**src/rtl/fetch_aligner_if.sv**
```systemverilog
// Handshake bundle between the fetch aligner, instruction memory and decode.
// The master modport is the aligner's view; the slave modport is the environment's.
interface fetch_aligner_if;
    logic        imem_req;
    logic [31:0] imem_addr;
    logic        imem_ack;
    logic [31:0] imem_rdata;
    logic        redirect;
    logic [31:0] redirect_pc;
    logic        inst_valid;
    logic        inst_ready;
    logic [31:0] inst;
    logic [31:0] inst_pc;
    logic        inst_is_c;

    modport master (
        output imem_req, imem_addr,
        input  imem_ack, imem_rdata,
        input  redirect, redirect_pc,
        output inst_valid, inst, inst_pc, inst_is_c,
        input  inst_ready
    );

    modport slave (
        input  imem_req, imem_addr,
        output imem_ack, imem_rdata,
        output redirect, redirect_pc,
        input  inst_valid, inst, inst_pc, inst_is_c,
        output inst_ready
    );
endinterface

```
**src/rtl/fetch_aligner.sv**
```systemverilog
// Instruction-fetch front end: fetches 32-bit words into a 3-halfword buffer and
// presents one aligned RV32C or 32-bit instruction per handshake.
module fetch_aligner #(
    parameter logic [31:0] RESET_PC = 32'h0000_0000
) (
    input  logic            clk,
    input  logic            rst_n,
    fetch_aligner_if.master bus
);

    typedef enum logic [1:0] {S_IDLE, S_FILL, S_WAIT, S_DISCARD} state_t;

    state_t           r_state, w_state_nxt;
    logic [2:0][15:0] r_buf, w_buf_nxt;
    logic [1:0]       r_count, w_count_nxt;
    logic [31:0]      r_pc, w_pc_nxt;
    logic [31:0]      r_fetch_addr, w_fetch_nxt;
    logic [31:0]      r_stale_addr, w_stale_nxt;
    logic             r_skip, w_skip_nxt;

    logic        w_is_c, w_valid, w_consume, w_take;
    logic [1:0]  w_consume_n, w_app_n, w_keep, w_count_upd;
    logic [31:0] w_app_word, w_target;
    logic [47:0] w_shifted, w_keep_mask, w_app_mask, w_buf_upd;

    assign w_is_c  = (r_buf[0][1:0] != 2'b11);
    assign w_valid = w_is_c ? (r_count != 2'd0) : (r_count >= 2'd2);

    // A redirect voids both the decode handshake and any memory data this cycle.
    assign w_consume   = w_valid && bus.inst_ready && !bus.redirect;
    assign w_take      = (r_state == S_FILL) && bus.imem_ack && !bus.redirect;
    assign w_consume_n = !w_consume ? 2'd0 : (w_is_c ? 2'd1 : 2'd2);
    assign w_app_n     = !w_take ? 2'd0 : (r_skip ? 2'd1 : 2'd2);
    assign w_app_word  = r_skip ? {16'h0000, bus.imem_rdata[31:16]} : bus.imem_rdata;
    assign w_keep      = r_count - w_consume_n;
    assign w_count_upd = w_keep + w_app_n;

    assign w_shifted   = r_buf >> {w_consume_n, 4'b0000};
    assign w_keep_mask = (48'h1 << {w_keep, 4'b0000}) - 48'h1;
    assign w_app_mask  = w_app_n[1] ? 48'h0000_FFFF_FFFF :
                         (w_app_n[0] ? 48'h0000_0000_FFFF : 48'h0);
    assign w_buf_upd   = (w_shifted & w_keep_mask)
                       | (({16'h0000, w_app_word} & w_app_mask) << {w_keep, 4'b0000});

    assign w_target = bus.redirect_pc & 32'hFFFF_FFFE;

    assign bus.imem_req   = (r_state == S_FILL) || (r_state == S_DISCARD);
    assign bus.imem_addr  = (r_state == S_DISCARD) ? r_stale_addr : r_fetch_addr;
    assign bus.inst_valid = w_valid;
    assign bus.inst       = w_is_c ? {16'h0000, r_buf[0]} : {r_buf[1], r_buf[0]};
    assign bus.inst_pc    = r_pc;
    assign bus.inst_is_c  = w_is_c;

    // NOTE: every next-state variable gets a default first so no path leaves one unassigned (no latches).
    always_comb begin
        w_state_nxt = r_state;
        w_buf_nxt   = w_buf_upd;
        w_count_nxt = w_count_upd;
        w_pc_nxt    = r_pc + {29'd0, w_consume_n, 1'b0};
        w_fetch_nxt = r_fetch_addr;
        w_stale_nxt = r_stale_addr;
        w_skip_nxt  = r_skip;

        if (bus.redirect) begin
            w_buf_nxt   = '0;
            w_count_nxt = 2'd0;
            w_pc_nxt    = w_target;
            w_skip_nxt  = w_target[1];
            w_fetch_nxt = {w_target[31:2], 2'b00};
            case (r_state)
                S_FILL: begin
                    if (bus.imem_ack) begin
                        w_state_nxt = S_FILL;
                    end else begin
                        w_state_nxt = S_DISCARD;
                        w_stale_nxt = r_fetch_addr;
                    end
                end
                S_DISCARD: w_state_nxt = S_DISCARD;
                default:   w_state_nxt = S_FILL;
            endcase
        end else begin
            case (r_state)
                S_IDLE: w_state_nxt = S_FILL;
                S_FILL: begin
                    if (bus.imem_ack) begin
                        w_fetch_nxt = r_fetch_addr + 32'd4;
                        w_skip_nxt  = 1'b0;
                        w_state_nxt = (w_count_upd <= 2'd1) ? S_FILL : S_WAIT;
                    end
                end
                S_WAIT: begin
                    if (w_count_upd <= 2'd1) w_state_nxt = S_FILL;
                end
                S_DISCARD: begin
                    if (bus.imem_ack) w_state_nxt = S_FILL;
                end
                default: w_state_nxt = S_IDLE;
            endcase
        end
    end

    // NOTE: state is updated with non-blocking assignments so all registers see pre-edge values.
    // NOTE: the halfword buffer is reset too, because inst/inst_is_c are driven straight from it.
    always_ff @(posedge clk or negedge rst_n) begin
        if (!rst_n) begin
            r_state      <= S_IDLE;
            r_buf        <= '0;
            r_count      <= 2'd0;
            r_pc         <= RESET_PC;
            r_fetch_addr <= {RESET_PC[31:2], 2'b00};
            r_stale_addr <= {RESET_PC[31:2], 2'b00};
            r_skip       <= RESET_PC[1];
        end else begin
            r_state      <= w_state_nxt;
            r_buf        <= w_buf_nxt;
            r_count      <= w_count_nxt;
            r_pc         <= w_pc_nxt;
            r_fetch_addr <= w_fetch_nxt;
            r_stale_addr <= w_stale_nxt;
            r_skip       <= w_skip_nxt;
        end
    end

endmodule

```
**src/flat_wrapper.sv**
```systemverilog
// flat-port wrapper written by rule: the top's interface ports become plain ports
module fetch_aligner_flat 
#(
    parameter logic [31:0] RESET_PC = 32'h0000_0000
)
  (clk, rst_n, bus_imem_req, bus_imem_addr, bus_imem_ack, bus_imem_rdata, bus_redirect, bus_redirect_pc, bus_inst_valid, bus_inst, bus_inst_pc, bus_inst_is_c, bus_inst_ready);
  fetch_aligner_if bus_i ();
  input  logic clk;
  input  logic rst_n;
  output wire logic [$bits(bus_i.imem_req)-1:0] bus_imem_req;
  output wire logic [$bits(bus_i.imem_addr)-1:0] bus_imem_addr;
  input wire logic [$bits(bus_i.imem_ack)-1:0] bus_imem_ack;
  input wire logic [$bits(bus_i.imem_rdata)-1:0] bus_imem_rdata;
  input wire logic [$bits(bus_i.redirect)-1:0] bus_redirect;
  input wire logic [$bits(bus_i.redirect_pc)-1:0] bus_redirect_pc;
  output wire logic [$bits(bus_i.inst_valid)-1:0] bus_inst_valid;
  output wire logic [$bits(bus_i.inst)-1:0] bus_inst;
  output wire logic [$bits(bus_i.inst_pc)-1:0] bus_inst_pc;
  output wire logic [$bits(bus_i.inst_is_c)-1:0] bus_inst_is_c;
  input wire logic [$bits(bus_i.inst_ready)-1:0] bus_inst_ready;
  assign bus_imem_req = bus_i.imem_req;
  assign bus_imem_addr = bus_i.imem_addr;
  assign bus_i.imem_ack = bus_imem_ack;
  assign bus_i.imem_rdata = bus_imem_rdata;
  assign bus_i.redirect = bus_redirect;
  assign bus_i.redirect_pc = bus_redirect_pc;
  assign bus_inst_valid = bus_i.inst_valid;
  assign bus_inst = bus_i.inst;
  assign bus_inst_pc = bus_i.inst_pc;
  assign bus_inst_is_c = bus_i.inst_is_c;
  assign bus_i.inst_ready = bus_inst_ready;
  fetch_aligner #(.RESET_PC(RESET_PC)) u_core (.clk(clk), .rst_n(rst_n), .bus(bus_i));
endmodule
```
**config.mk**
```make
export PLATFORM = sky130hd
export DESIGN_NAME = fetch_aligner_flat
export DESIGN_NICKNAME = d
export VERILOG_FILES = /design/src/rtl/fetch_aligner_if.sv /design/src/rtl/fetch_aligner.sv /design/src/flat_wrapper.sv
export SDC_FILE = /design/constraint.sdc
export NUM_CORES = 1
export LEC_CHECK = 0
export BUFFER_PORTS_ARGS = -buffer_cell sky130_fd_sc_hd__buf_2
export CORE_UTILIZATION = 40
export DETAILED_ROUTE_END_ITERATION = 7
export GPL_ROUTABILITY_DRIVEN = 0
export HOLD_SLACK_MARGIN = 0.05
export SLEW_MARGIN = 20
export SYNTH_ARGS = -nofsm -noshare
export SYNTH_HDL_FRONTEND = slang
export SYNTH_SLANG_ARGS = --single-unit
```
**constraint.sdc**
```tcl
create_clock -name clk -period 3.2 [get_ports clk]
set_clock_uncertainty 0.05 [all_clocks]
set_input_delay 0.48 -clock clk [delete_from_list [all_inputs] [get_ports clk]]
set_output_delay 0.48 -clock clk [all_outputs]
set_load 0.01 [all_outputs]
```
Word level (Yosys, flattened, before mapping)
Cells that the tools add are included.
{"block": "totals", "register_bits": 149, "output_inout_bits": 99}
{"block": "classes", "add_sub_neg": 5, "magnitude_cmp": 2, "n_eq_ne": 7, "shift": 3, "muxes": 27, "n_bitwise": 4, "n_reduce_logical": 13}
{"cell": "$mux 32", "count": 7}
{"cell": "$mux 48", "count": 2}
{"cell": "$and 32x48->48", "count": 1}
{"cell": "$and 48x48->48", "count": 1}
{"cell": "$or 48x48->48", "count": 1}
{"cell": "$shl 1x6->48 const A", "count": 1}
{"cell": "$shl 48x6->48", "count": 1}
{"cell": "$shr 48x6->48", "count": 1}
{"cell": "$sub 48x1->48 const B", "count": 1}
{"cell": "$add 32x3->32", "count": 1}
{"cell": "$add 32x3->32 const B", "count": 1}
{"cell": "$mux 2", "count": 11}
{"cell": "$mux 16", "count": 1}
{"cell": "$pmux 2 s4", "count": 1}
{"cell": "$ne 3x3->1 const B", "count": 2}
{"cell": "$reduce_and 3->1", "count": 2}
{"cell": "$reduce_bool 2->1", "count": 3}
{"cell": "$eq 2x2->1 const B", "count": 2}
{"cell": "$logic_and 1x1->1", "count": 4}
{"cell": "$mux 1", "count": 4}
{"cell": "$pmux 2 s2", "count": 1}
{"cell": "$ne 3x2->1 const B", "count": 1}
{"cell": "$add 2x2->2", "count": 1}
{"cell": "$eq 2x1->1 const B", "count": 1}
{"cell": "9 further kinds", "count": 9}

Depth between registers and ports, before layout
{"block": "depth", "ltp_word": 12, "ltp_mapped": 13}

Least setup slack after synthesis
OpenSTA, ideal clock, no wires.
{"block": "synth_timing", "path_type": "input port to flip-flop", "from": "input bus_redirect", "to": "register u_core.r_pc[17], in the netlist u_core.bus.inst_pc[17]", "setup_ns": 0.125, "arrival_ns": 2.887, "path_slack_ns": 0.138, "cell_stages": 13, "path_buffers": 4, "cell_sequence": "buf_6 > nand2b_4 > buf_6 > nor3_1 > buf_2 > nand2_1 > fa_1 > nand3b_1 > nor3_1 > clkbuf_1 > nand4_1 > xnor2_1 > mux2_2"}
{"block": "synth_via", "elab_chain_len": 5}
{"element": "start, declared", "line_no": "flat_wrapper.sv:14", "source": "input wire logic [$bits(bus_i.redirect)-1:0] bus_redirect;"}
{"element": "$logic_not 1->1", "line_no": "fetch_aligner.sv:30", "source": "assign w_consume = w_valid && bus.inst_ready && !bus.redirect;"}
{"element": "$logic_and 1x1->1", "line_no": "fetch_aligner.sv:30"}
{"element": "$mux 2", "line_no": "fetch_aligner.sv:32", "source": "assign w_consume_n = !w_consume ? 2'd0 : (w_is_c ? 2'd1 : 2'd2);"}
{"element": "$add 32x3->32", "line_no": "fetch_aligner.sv:59", "source": "w_pc_nxt = r_pc + {29'd0, w_consume_n, 1'b0};"}
{"element": "$mux 32 (*)", "line_no": "fetch_aligner.sv:64", "source": "if (bus.redirect) begin"}
{"element": "via u_core.w_pc_nxt[17]", "line_no": "fetch_aligner.sv:16", "source": "logic [31:0] r_pc, w_pc_nxt;"}
{"element": "end signal, assigned", "line_no": "fetch_aligner.sv:118", "source": "r_pc <= w_pc_nxt;"}
{"element": "end, declared", "line_no": "fetch_aligner.sv:16"}
The timed path passes the listed nets; every way through them passes the cells marked *.
A chain may end at the register's enable or synchronous reset.

Worst setup path in the final report
{"block": "layout_timing", "from": "register u_core.r_buf[0] in the netlist's numbering", "to": "register u_core.r_pc[30], in the netlist u_core.bus.inst_pc[30]"}
{"block": "layout_via", "elab_chain_len": 7}
{"element": "start, declared", "line_no": "fetch_aligner.sv:14", "source": "logic [2:0][15:0] r_buf, w_buf_nxt;"}
{"element": "start signal, assigned", "line_no": "fetch_aligner.sv:116", "source": "r_buf <= w_buf_nxt;"}
{"element": "$ne 2x2->1 (*)", "line_no": "fetch_aligner.sv:26", "source": "assign w_is_c = (r_buf[0][1:0] != 2'b11);"}
{"element": "$mux 1", "line_no": "fetch_aligner.sv:27", "source": "assign w_valid = w_is_c ? (r_count != 2'd0) : (r_count >= 2'd2);"}
{"element": "$logic_and 1x1->1 (2 in a row)", "line_no": "fetch_aligner.sv:30"}
{"element": "$mux 2 (*)", "line_no": "fetch_aligner.sv:32"}
{"element": "$add 32x3->32 (*)", "line_no": "fetch_aligner.sv:59"}
{"element": "$mux 32 (*)", "line_no": "fetch_aligner.sv:64"}
{"element": "via u_core.w_pc_nxt[30]", "line_no": "fetch_aligner.sv:16"}
Marked as above.

==> metrics.txt <==
outcome=finished, final reports clean; ant diodes=0; synthesized flop and latch total=144; 1st-iter DRT viols=445; sequential area share after synthesis=0.428; Placed Cells=1230; postcts setup bufs=0; post_cts resized=0; fin crit period=2790 ps; Met1 Routed Length=10700 um; mux cell area share after synthesis=0.144; Core Area=20400 um^2; CTS Root Cell=clkbuf_16; chip height=147 um; Vias/cell=5.57; FMAX=358 MHz; commonest non-fill, non-tap cell in the layout=buf_2; Post-Layout Cell Count=1262; # IOs=168; Max Root-Sink Buffers=2; wire length on met3=1670 um; Area after DPL=9480 um^2; number of remaining DRC errors=0; Slew Viols, Final=0; initial antenna violation count=1; Compound-Gate Fraction of Synth Area=0.138; Synth top area share=0.428; post-DP HPWL=16300 um; Clock Pin Slew Worst Setup and Hold Paths=60 ps; worst vdd ir=0.350 mV; depth of the CTS H-tree=4; maxcap violations=0; via count=7026; Pre-Repair DR Iteration Count=5; Yosys cell types=63; Power Density=544 nW/um^2; first-pass GRT wire length=38600 um; Crit Path Class=flip-flop to flip-flop; Final ANT Viol Nets=0; Post-Synth XOR/XNOR Area=0.0598; number of global-route vias before repair=6935; cell area after synthesis=8430 um^2; synth top area cells=dfrtp_1 (43%), mux2_2 (11%), nand2_1 (4.0%); Worst EP required=3490 ps; Leak=4.41 nW; endpoints failing hold=0; measured slew at the worst slew-check pin=817 ps; CTS tree=done; Max Used Layer=met5; Yosys top cell by area=dfrtp_1; GRT Residual Overflow=0; largest net degree at the start of global routing=69; share of post-route cells with drive strength above 1=0.326; Gate Count Post-Synth=843; Final Cycle Share=0.872; DR WL met2=11300 um; final core occ=0.495; Worst slew margin=0.455; design area=10100 um^2; setup TNS=0 ps; area delta synth->final=20.0%; Die Wd=147 um; Clk Latency, worst-skew pair=420 ps; DIE AREA=21700 um^2; Async SR Flop Fraction=1.00; CP Capture Type=flip-flop; Hold WC Path Type=input port to flip-flop; Synth Flop Type=dfrtp_1; Hold Buf Count CTS=1; Yosys warnings=0; Synth Area in Adders=0.00950; Simple-Gate Fraction of Synth Area=0.167; crit path DAT=3080 ps; commonest non-fill, non-tap cells in the layout=buf_2 (162), dfrtp_1 (144), nand2_1 (89); Post-synth EDFFs=0; Mapped Avg Cell Area=10.0 um^2; routed length per instance=19.2 um; clock sinks=144; clock buffer count from CTS=17; number of port buffers=163; largest family of logic cells by synthesized area=simple AND/OR/NAND/NOR gates; RSZ-0062 raised after global routing=false; # setup viols final=0; wirelength, routed=24200 um; Final #Nets=1054; CP Max Fanout=7; Initial Util=0.413; type of origin of the critical path=flip-flop; Rows=52; global-route usage over all layers=0.229
==> sequential cells by signal, indices dropped and copies added (netlist names) <==
| name | flops |
|---|---|
| u_core.r_fetch_addr | 30 |
| u_core.r_skip | 1 |
| u_core.r_stale_addr | 30 |
| u_core.bus.inst_pc | 31 |
| u_core.r_buf | 48 |
| u_core.r_count | 2 |
| u_core.r_state | 2 |
==> path summary, 6_finish.rpt <==
| path | from | to | slack [ps] | depth (start not counted) |
|---|---|---|---|---|
| max in group asynchronous | rst_n | u_core.r_fetch_addr[8] | 1710 | 3 |
| setup reg to reg | u_core.r_buf[0] | u_core.bus.inst_pc[30] | 410 | 9 |
| hold / removal | bus_redirect_pc[7] | u_core.bus.inst_pc[7] | 240 | 2 |
| hold reg to reg | u_core.r_stale_addr[12] | u_core.r_stale_addr[12] | 450 | 1 |
| setup / recovery | u_core.r_buf[0] | u_core.bus.inst_pc[30] | 410 | 9 |
| min in group asynchronous | rst_n | u_core.r_buf[19] | 590 | 2 |
==> logic make-up after synthesis <==
| kind of cell | after synthesis |
|---|---|
| simple gates | 271 |
| compound gates | 163 |
| flops | 144 |
| mux | 111 |
| buf+inv | 91 |
| xor+xnor | 56 |
| fa+ha+maj | 6 |
| other cells | 1 |
==> metrics by stage <==
step	hold WS (ps)	setup slack [ps]	total power, W
final	244	408	0.00550
after global routing	244	215	0.00575
after CTS	225	385	0.00555
after detailed placement	442	367	0.00341
after global placement	434	392	0.00339
after floorplan	134	138	0.00297
==> where the power goes <==
group | leakage (nW) | switching (W) | internal (W) | total [W]
clock network | 0.296 | 0.000832 | 0.00129 | 0.00213
registers | 1.77 | 0.000193 | 0.00205 | 0.00225
logic | 2.34 | 0.000567 | 0.000563 | 0.00113
total | 4.41 | 0.00159 | 0.00391 | 0.00550
==> synth_stat cells, drive strengths merged, types with 2 or more instances <==
master / count
a211o: 2
dfrtp: 144
buf: 33
a21bo: 2
inv: 14
nand2b: 10
a21oi: 48
o2bb2ai: 2
and4: 7
clkbuf: 43
a22o: 30
nand3b: 3
a21o: 2
nand4: 23
xnor2: 26
a221o: 6
and2: 6
o21ai: 13
o21a: 7
a21boi: 17
mux2: 85
nor4b: 2
nor2: 30
a31oi: 4
ha: 4
a211oi: 2
mux2i: 26
nand3: 38
and3: 30
nand2: 89
nor2b: 3
o211ai: 14
a2bb2oi: 8
nand4b: 2
nor3: 12
xor2: 29
or3: 4
nor4: 7
==> layer usage <==
layer | vias to the layer above | GRT usage
met5 | - | 0
met4 | 2 | 0.0701
met3 | 38 | 0.0509
met2 | 263 | 0.363
met1 | 3428 | 0.311
li1 | 3295 | -
==> worst max-delay path, cell delays in order (launching register included) <==
cell and delay (ps):
dfrtp_1 370, and2_1 250, nand4_1 220, inv_1 80, ha_1 280, nand2_1 80, o41ai_2 460, nand4b_1 370
or3_1 400, a31oi_1 160
==> final cells by class <==
class	count	area [um^2]
Sequential cell	144	3600
Fill cell	1914	10300
Clock buffer	20	467
Multi-Input combinational cell	610	4410
Tap cell	270	338
Inverter	15	58.8
Clock inverter	11	153
Timing Repair Buffer	192	1080
Note: power is estimated with default switching activity, not from simulation.
